==> config.mk <==
export PLATFORM = sky130hd
export DESIGN_NAME = sys_cmd_ctrl
export DESIGN_NICKNAME = d
export VERILOG_FILES = /design/src/rtl/sys_cmd_pkg.sv /design/src/rtl/sys_cmd_timeout.sv /design/src/rtl/sys_cmd_ctrl.sv
export SDC_FILE = /design/constraint.sdc
export NUM_CORES = 1
export LEC_CHECK = 0
export ABC_AREA = 1
export CORE_MARGIN = 1.5
export CORE_UTILIZATION = 48
export DETAILED_ROUTE_END_ITERATION = 7
export HOLD_SLACK_MARGIN = 0.12
export PLACE_DENSITY_LB_ADDON = 0.25
export SETUP_SLACK_MARGIN = 0.02
export SYNTH_ARGS = -nofsm -noshare
export SYNTH_HDL_FRONTEND = slang
export SYNTH_SLANG_ARGS = --single-unit
==> constraint.sdc <==
create_clock -name CLK -period 2.8 [get_ports CLK]
set_input_delay 0.84 -clock CLK [delete_from_list [all_inputs] [get_ports CLK]]
set_output_delay 0.84 -clock CLK [all_outputs]
set_load 0.005 [all_outputs]
==> src/rtl/sys_cmd_pkg.sv <==
// rtl/sys_cmd_pkg.sv - opcodes, controller states and response sizing for sys_cmd_ctrl
package sys_cmd_pkg;

  localparam logic [7:0] OP_WR  = 8'hAA;
  localparam logic [7:0] OP_RD  = 8'hBB;
  localparam logic [7:0] OP_ALU = 8'hCC;
  localparam logic [7:0] OP_NOP = 8'hDD;
  localparam logic [7:0] OP_BWR = 8'hEE;
  localparam logic [7:0] OP_BRD = 8'hEF;

  localparam logic [1:0] RESP_WORDS = 2'd2;

  typedef enum logic [3:0] {
    IDLE,
    RX_ADDR,
    RX_CNT,
    RX_DATA,
    RX_A,
    RX_B,
    RX_FUNC,
    RD_REQ,
    RD_WAIT,
    ALU_START,
    ALU_WAIT,
    PUSH
  } state_t;

endpackage

==> src/rtl/sys_cmd_timeout.sv <==
// rtl/sys_cmd_timeout.sv - inter-byte frame timeout counter with clear/enable and expire pulse
module sys_cmd_timeout #(
  parameter int TIMEOUT_CYCLES = 4096
) (
  input  logic i_clk,
  input  logic i_rst,
  input  logic i_clear,
  input  logic i_en,
  output logic o_expire
);

  localparam int CW = $clog2(TIMEOUT_CYCLES);
  localparam logic [CW-1:0] LAST = CW'(TIMEOUT_CYCLES - 1);
  localparam logic [CW-1:0] ONE  = 1;

  logic [CW-1:0] r_count;

  always_ff @(posedge i_clk or posedge i_rst) begin
    if (i_rst) begin
      r_count <= '0;
    end else if (i_clear) begin
      r_count <= '0;
    end else if (i_en) begin
      r_count <= r_count + ONE;
    end
  end

  assign o_expire = i_en && (r_count == LAST);

endmodule

==> src/rtl/sys_cmd_ctrl.sv <==
// rtl/sys_cmd_ctrl.sv - byte-stream command decoder driving register file, ALU and TX FIFO
module sys_cmd_ctrl
  import sys_cmd_pkg::*;
#(
  parameter int DATA_WIDTH     = 8,
  parameter int ADDR_WIDTH     = 4,
  parameter int ALU_FUNC_WIDTH = 4,
  parameter int TIMEOUT_CYCLES = 4096
) (
  input  logic                      CLK,
  input  logic                      RST,
  input  logic [DATA_WIDTH-1:0]     RX_DATA_IN,
  input  logic                      RX_DATA_VALID,
  output logic [ADDR_WIDTH-1:0]     RegFile_ADDRESS,
  output logic                      RegFile_WrEn,
  output logic                      RegFile_RdEn,
  output logic [DATA_WIDTH-1:0]     RegFile_WrData,
  input  logic [DATA_WIDTH-1:0]     RegFile_RdData,
  input  logic                      RegFile_DATA_VAILD,
  output logic [ALU_FUNC_WIDTH-1:0] ALU_FUNC,
  output logic                      ALU_EN,
  output logic                      ALU_CLK_EN,
  input  logic [2*DATA_WIDTH-1:0]   ALU_OUT,
  input  logic                      ALU_DATA_VALID,
  output logic                      FIFO_WR,
  input  logic                      FIFO_FULL,
  output logic [DATA_WIDTH-1:0]     TX_DATA_OUT,
  output logic                      FRAME_ERR,
  output logic                      RX_OVERRUN
);

  localparam logic [ADDR_WIDTH-1:0] ADDR_ONE = 1;
  localparam logic [DATA_WIDTH-1:0] CNT_ONE  = 1;

  state_t                    r_state, w_state_nxt;
  logic [7:0]                r_op, w_op_nxt;
  logic [ADDR_WIDTH-1:0]     r_ptr, w_ptr_nxt;
  logic [DATA_WIDTH-1:0]     r_cnt, w_cnt_nxt;
  logic [1:0]                r_words, w_words_nxt;
  logic [2*DATA_WIDTH-1:0]   r_resp, w_resp_nxt;
  logic [ADDR_WIDTH-1:0]     r_addr, w_addr_nxt;
  logic [DATA_WIDTH-1:0]     r_wr_data, w_wr_data_nxt;
  logic [ALU_FUNC_WIDTH-1:0] r_alu_func, w_alu_func_nxt;
  logic                      r_wr_en, w_wr_en_nxt;
  logic                      r_rd_en, w_rd_en_nxt;
  logic                      r_alu_en, w_alu_en_nxt;
  logic                      r_clk_en, w_clk_en_nxt;
  logic                      r_ferr, w_ferr_nxt;

  logic       w_tmo_en, w_rx_state, w_take, w_expire;
  logic [7:0] w_byte;

  assign w_byte     = RX_DATA_IN[7:0];
  assign w_tmo_en   = (r_state == RX_ADDR) || (r_state == RX_CNT) || (r_state == RX_DATA) ||
                      (r_state == RX_A) || (r_state == RX_B) || (r_state == RX_FUNC);
  assign w_rx_state = (r_state == IDLE) || w_tmo_en;
  // An expiring timeout swallows a byte landing in the same cycle.
  assign w_take     = RX_DATA_VALID && w_rx_state && !w_expire;

  sys_cmd_timeout #(.TIMEOUT_CYCLES(TIMEOUT_CYCLES)) u_timeout (
    .i_clk    (CLK),
    .i_rst    (RST),
    .i_clear  (w_take || !w_tmo_en),
    .i_en     (w_tmo_en),
    .o_expire (w_expire)
  );

  always_ff @(posedge CLK or posedge RST) begin
    if (RST) begin
      r_state    <= IDLE;
      r_op       <= '0;
      r_ptr      <= '0;
      r_cnt      <= '0;
      r_words    <= '0;
      r_resp     <= '0;
      r_addr     <= '0;
      r_wr_data  <= '0;
      r_alu_func <= '0;
      r_wr_en    <= 1'b0;
      r_rd_en    <= 1'b0;
      r_alu_en   <= 1'b0;
      r_clk_en   <= 1'b0;
      r_ferr     <= 1'b0;
    end else begin
      r_state    <= w_state_nxt;
      r_op       <= w_op_nxt;
      r_ptr      <= w_ptr_nxt;
      r_cnt      <= w_cnt_nxt;
      r_words    <= w_words_nxt;
      r_resp     <= w_resp_nxt;
      r_addr     <= w_addr_nxt;
      r_wr_data  <= w_wr_data_nxt;
      r_alu_func <= w_alu_func_nxt;
      r_wr_en    <= w_wr_en_nxt;
      r_rd_en    <= w_rd_en_nxt;
      r_alu_en   <= w_alu_en_nxt;
      r_clk_en   <= w_clk_en_nxt;
      r_ferr     <= w_ferr_nxt;
    end
  end

  always_comb begin
    w_state_nxt    = r_state;
    w_op_nxt       = r_op;
    w_ptr_nxt      = r_ptr;
    w_cnt_nxt      = r_cnt;
    w_words_nxt    = r_words;
    w_resp_nxt     = r_resp;
    w_addr_nxt     = r_addr;
    w_wr_data_nxt  = r_wr_data;
    w_alu_func_nxt = r_alu_func;
    w_clk_en_nxt   = r_clk_en;
    w_wr_en_nxt    = 1'b0;
    w_rd_en_nxt    = 1'b0;
    w_alu_en_nxt   = 1'b0;
    w_ferr_nxt     = 1'b0;
    if (w_expire) begin
      w_state_nxt = IDLE;
      w_ferr_nxt  = 1'b1;
    end else begin
      case (r_state)
        IDLE: if (w_take) begin
          w_op_nxt = w_byte;
          case (w_byte)
            OP_WR, OP_RD, OP_BWR, OP_BRD: w_state_nxt = RX_ADDR;
            OP_ALU:                       w_state_nxt = RX_A;
            OP_NOP:                       w_state_nxt = RX_FUNC;
            default:                      w_ferr_nxt  = 1'b1;
          endcase
        end
        RX_ADDR: if (w_take) begin
          // Single WR/RD reuse the burst path with a count of one.
          w_ptr_nxt = RX_DATA_IN[ADDR_WIDTH-1:0];
          w_cnt_nxt = CNT_ONE;
          if (r_op == OP_WR)      w_state_nxt = RX_DATA;
          else if (r_op == OP_RD) w_state_nxt = RD_REQ;
          else                    w_state_nxt = RX_CNT;
        end
        RX_CNT: if (w_take) begin
          w_cnt_nxt = RX_DATA_IN;
          if (RX_DATA_IN == '0)    w_state_nxt = IDLE;
          else if (r_op == OP_BWR) w_state_nxt = RX_DATA;
          else                     w_state_nxt = RD_REQ;
        end
        RX_DATA: if (w_take) begin
          w_wr_en_nxt   = 1'b1;
          w_addr_nxt    = r_ptr;
          w_wr_data_nxt = RX_DATA_IN;
          w_ptr_nxt     = r_ptr + ADDR_ONE;
          w_cnt_nxt     = r_cnt - CNT_ONE;
          if (r_cnt == CNT_ONE) w_state_nxt = IDLE;
        end
        RX_A: if (w_take) begin
          w_wr_en_nxt   = 1'b1;
          w_addr_nxt    = '0;
          w_wr_data_nxt = RX_DATA_IN;
          w_state_nxt   = RX_B;
        end
        RX_B: if (w_take) begin
          w_wr_en_nxt   = 1'b1;
          w_addr_nxt    = ADDR_ONE;
          w_wr_data_nxt = RX_DATA_IN;
          w_state_nxt   = RX_FUNC;
        end
        RX_FUNC: if (w_take) begin
          w_alu_func_nxt = RX_DATA_IN[ALU_FUNC_WIDTH-1:0];
          w_clk_en_nxt   = 1'b1;
          w_state_nxt    = ALU_START;
        end
        ALU_START: begin
          w_alu_en_nxt = 1'b1;
          w_state_nxt  = ALU_WAIT;
        end
        ALU_WAIT: if (ALU_DATA_VALID) begin
          w_resp_nxt  = ALU_OUT;
          w_words_nxt = RESP_WORDS;
          w_state_nxt = PUSH;
        end
        RD_REQ: begin
          w_rd_en_nxt = 1'b1;
          w_addr_nxt  = r_ptr;
          w_state_nxt = RD_WAIT;
        end
        RD_WAIT: if (RegFile_DATA_VAILD) begin
          w_resp_nxt  = {{DATA_WIDTH{1'b0}}, RegFile_RdData};
          w_words_nxt = 2'd1;
          w_ptr_nxt   = r_ptr + ADDR_ONE;
          w_cnt_nxt   = r_cnt - CNT_ONE;
          w_state_nxt = PUSH;
        end
        PUSH: if (!FIFO_FULL) begin
          w_resp_nxt  = r_resp >> DATA_WIDTH;
          w_words_nxt = r_words - 2'd1;
          if (r_words == 2'd1) begin
            if ((r_op == OP_ALU) || (r_op == OP_NOP)) begin
              w_clk_en_nxt = 1'b0;
              w_state_nxt  = IDLE;
            end else if (r_cnt != '0) begin
              w_state_nxt = RD_REQ;
            end else begin
              w_state_nxt = IDLE;
            end
          end
        end
        default: w_state_nxt = IDLE;
      endcase
    end
  end

  assign RegFile_ADDRESS = r_addr;
  assign RegFile_WrEn    = r_wr_en;
  assign RegFile_RdEn    = r_rd_en;
  assign RegFile_WrData  = r_wr_data;
  assign ALU_FUNC        = r_alu_func;
  assign ALU_EN          = r_alu_en;
  assign ALU_CLK_EN      = r_clk_en;
  assign FIFO_WR         = (r_state == PUSH) && !FIFO_FULL;
  assign TX_DATA_OUT     = r_resp[DATA_WIDTH-1:0];
  assign FRAME_ERR       = r_ferr;
  assign RX_OVERRUN      = RX_DATA_VALID && !w_rx_state;

endmodule
==> metrics.md <==
| Metric | Value |
|---|---|
| Outcome | `finished, final reports clean` |
| Finished Layout Cells | `725` |
| TritonCTS buffer count | `9` |
| Biggest area consumer among synthesized cells | `dfrtp_1` |
| Antenna violations before repair | `0` |
| Power, Total | `4.97 mW` |
| Chip height | `95.2 um` |
| Antenna cells | `0` |
| DR vias | `3701` |
| R2R setup slack | `0.60 ns` |
| Capturing point of the worst reg2reg path | `u_timeout.r_count[3]` |
| Layout cell share with drive strength beyond 1 | `0.0806` |
| Leak pwr | `2.53 nW` |
| Reg2reg start | `u_timeout.r_count[0]` |
| Total clock sinks | `75` |
| Max-cap viol count | `0` |
| Crit start category | `input pin` |
| Worst endpoint data arrival time | `1.87 ns` |
| GRT Overall Usage | `0.228` |
| Area contributors post-synth | `dfrtp_1 (46%), nand2_1 (15%), nor2_1 (6.0%)` |
| Hold Violations, Final | `0` |
| Vias in the first global route | `3495` |
| Core area | `8220 um^2` |
| Starting Density | `0.497` |
| Max Slew Vio Count | `0` |
| Vias per cell | `5.10` |
| Relative slew slack | `0.683` |
| Net count, final | `659` |
| Post-synth net total | `589` |
| P per Cell Area | `977 nW/um^2` |
| Mapped Cells | `546` |
| DRC | `0` |
| Crit path max fanout | `2` |
| Final Util | `0.619` |
| CP Data Required Time | `1.96 ns` |
| Post-cts hold buffer count | `0` |
| Die area | `9070 um^2` |
| CTS tree | `built` |
| Final HPWL DP | `7090 um` |
| Worst setup EP type | `primary output` |
| Drt total wl | `9510 um` |
| Syn Std Cell Area | `4080 um^2` |
| Final period utilization | `0.967` |
| 1st-pass router iterations | `5` |
| Final critical-path required period | `2.71 ns` |
| Multi-input gate area | `1850 um^2` |
| Port-buffer cells | `68` |
| Layout Skew | `0.00755 ns` |
| First-pass GRT wire length | `16000 um` |
| Yosys cell types | `34` |
| Wire per inst | `13.1 um` |
| Die X | `95.2 um` |
| Number of synthesized flops with an enable pin | `0` |
| Min-Delay Path Depth | `1` |
| Synthesized area per cell | `7.48 um^2` |
| Fmax | `369 MHz` |
| WS Path Type | `input pin to primary output` |
| Largest net degree at the start of global routing | `37` |
| Final setup violation count | `0` |
| Hold EP | `u_timeout.r_count[0]` |
| Layout area overhead | `24.6%` |
| Clk_lat worst skew | `0.35 ns` |
| Fraction of registers with async set/reset | `1.00` |
| Min-delay worst type | `register to register` |
| #FFs+latches synth | `75` |
| Synth top area share | `0.460` |
| Cell count after placement | `710` |
| Yosys warnings | `0` |
| CTS H-Tree Depth | `3` |
| I/O pin count | `69` |
| DRT iter0 DRCs | `234` |
| Max clock buf depth | `2` |
| Routability Congestion | `0.880` |
| RSZ-0062 raised after global routing | `false` |
| Least-Margin Pin Slew | `0.474 ns` |
| Peak VDD IR | `397 uV` |
| Worst R2R Path Depth | `9` |
| Main synth FF type | `dfrtp_1` |
| Filler cells | `744` |
| Cell row count | `33` |
| Clock transition at path regs | `0.07 ns` |
| Antenna viol nets, final | `0` |
| Sequential share of the synthesized area | `0.460` |
| Hold wc startpoint | `u_timeout.r_count[0]` |
| Gr ovfl total | `0` |
| Reg area | `1880 um^2` |
| Root buffer cell | `clkbuf_8` |
cell type report:
| type | instances | share of cell area |
|---|---|---|
| Clock buffer | 11 | 0.0298 |
| Clock inverter | 4 | 0.0145 |
| Inverter | 61 | 0.0450 |
| Multi-Input combinational cell | 391 | 0.364 |
| Sequential cell | 75 | 0.370 |
| Tap cell | 105 | 0.0258 |
| Timing Repair Buffer | 78 | 0.151 |
worst max-delay path, cell delays in order:
cell and delay, ns:
clkdlybuf4s50_1 0.42, nor2_1 0.11, clkdlybuf4s50_1 0.50
registers in the layout, indices dropped and copies added (netlist names):
name / flops
RegFile_ADDRESS: 4
r_ptr: 4
ALU_EN: 1
r_state: 4
FRAME_ERR: 1
r_resp: 16
r_cnt: 8
RegFile_WrData: 8
r_words: 2
u_timeout.r_count: 12
ALU_FUNC: 4
ALU_CLK_EN: 1
r_op: 8
RegFile_RdEn: 1
RegFile_WrEn: 1
through the flow:
step / worst slack (ns) / setup TNS [ns] / hold WS, ns / instance area (um^2)
after floorplan: 0.0500 / 0 / 0.433 / 4080
after global placement: -0.0462 / -0.0462 / 0.450 / 4860
after detailed placement: -0.0480 / -0.0480 / 0.467 / 4860
after CTS: 0.0227 / 0 / 0.477 / 5080
after global routing: 0.0256 / 0 / 0.506 / 5090
final: 0.0915 / 0 / 0.472 / 5090
synthesized netlist by cell type (2+ instances only):
library cell	number
inv_2	4
nand3b_1	2
nor3_1	4
nor3b_1	2
nand3_2	3
buf_4	13
dfrtp_1	75
a21oi_1	25
and3_1	5
ha_1	5
o21ai_0	36
inv_1	57
o21ai_1	5
o22ai_1	6
nor2_2	3
or2_2	2
nand3_1	43
xnor2_1	4
nand4_1	3
nand2_1	159
nor2_1	65
nand2_2	3
buf_2	5
nor2_4	3
xor2_1	5
power breakdown:
part           switching [mW]  internal [mW]
sequential              0.311           1.49
clock                   0.397          0.546
combinational            1.27          0.956
logic make-up after synthesis:
logic type      Yosys count  synth area share
compound gates           76            0.0978
xor+xnor                  9            0.0193
buf+inv                  80            0.0870
flops                    75             0.460
fa+ha+maj                 5            0.0153
simple gates            301             0.321
worst max path at each step:
stage,start,to,cells after the start
after floorplan,RST,ALU_CLK_EN,1
final,FIFO_FULL,FIFO_WR,3
after CTS,r_state[3],FIFO_WR,5
after global routing,FIFO_FULL,FIFO_WR,3
after global placement,RX_DATA_VALID,RX_OVERRUN,3
after detailed placement,RX_DATA_VALID,RX_OVERRUN,3
routing by layer:
| layer | GRT usage | vias up | wire length [um] |
|---|---|---|---|
| li1 | - | 1868 | - |
| met1 | 0.281 | 1717 | 4310 |
| met2 | 0.390 | 96 | 4590 |
| met3 | 0.0439 | 20 | 400 |
| met4 | 0.0933 | 0 | 214 |
| met5 | 0 | - | 0 |
timing repair:
action | 4_1_cts | 5_1_grt
cloned | 0 | 0
setup buffers | 0 | 0
resized for setup | 1 | 4
endpoints found under the setup margin | 1 | 1
cells in the final DEF (no fill, tap or decap), types with 2 or more instances in the layout:
cell / instances
nor3_1: 4
o21ai_0: 36
dfrtp_2: 3
inv_2: 5
nand4_1: 3
o21ai_1: 5
and3_1: 5
bufinv_16: 2
nor2_4: 3
ha_1: 5
or2_2: 2
xnor2_1: 4
clkbuf_8: 11
clkdlybuf4s50_1: 67
nand3b_1: 2
inv_1: 56
nor3b_1: 2
dfrtp_1: 72
nand2_2: 3
nand3_2: 3
nand3_1: 43
a21oi_1: 25
buf_4: 9
o22ai_1: 6
nand2_1: 159
nor2_1: 64
nor2_2: 4
xor2_1: 5
No activity file was read; power rests on OpenSTA's default activity.
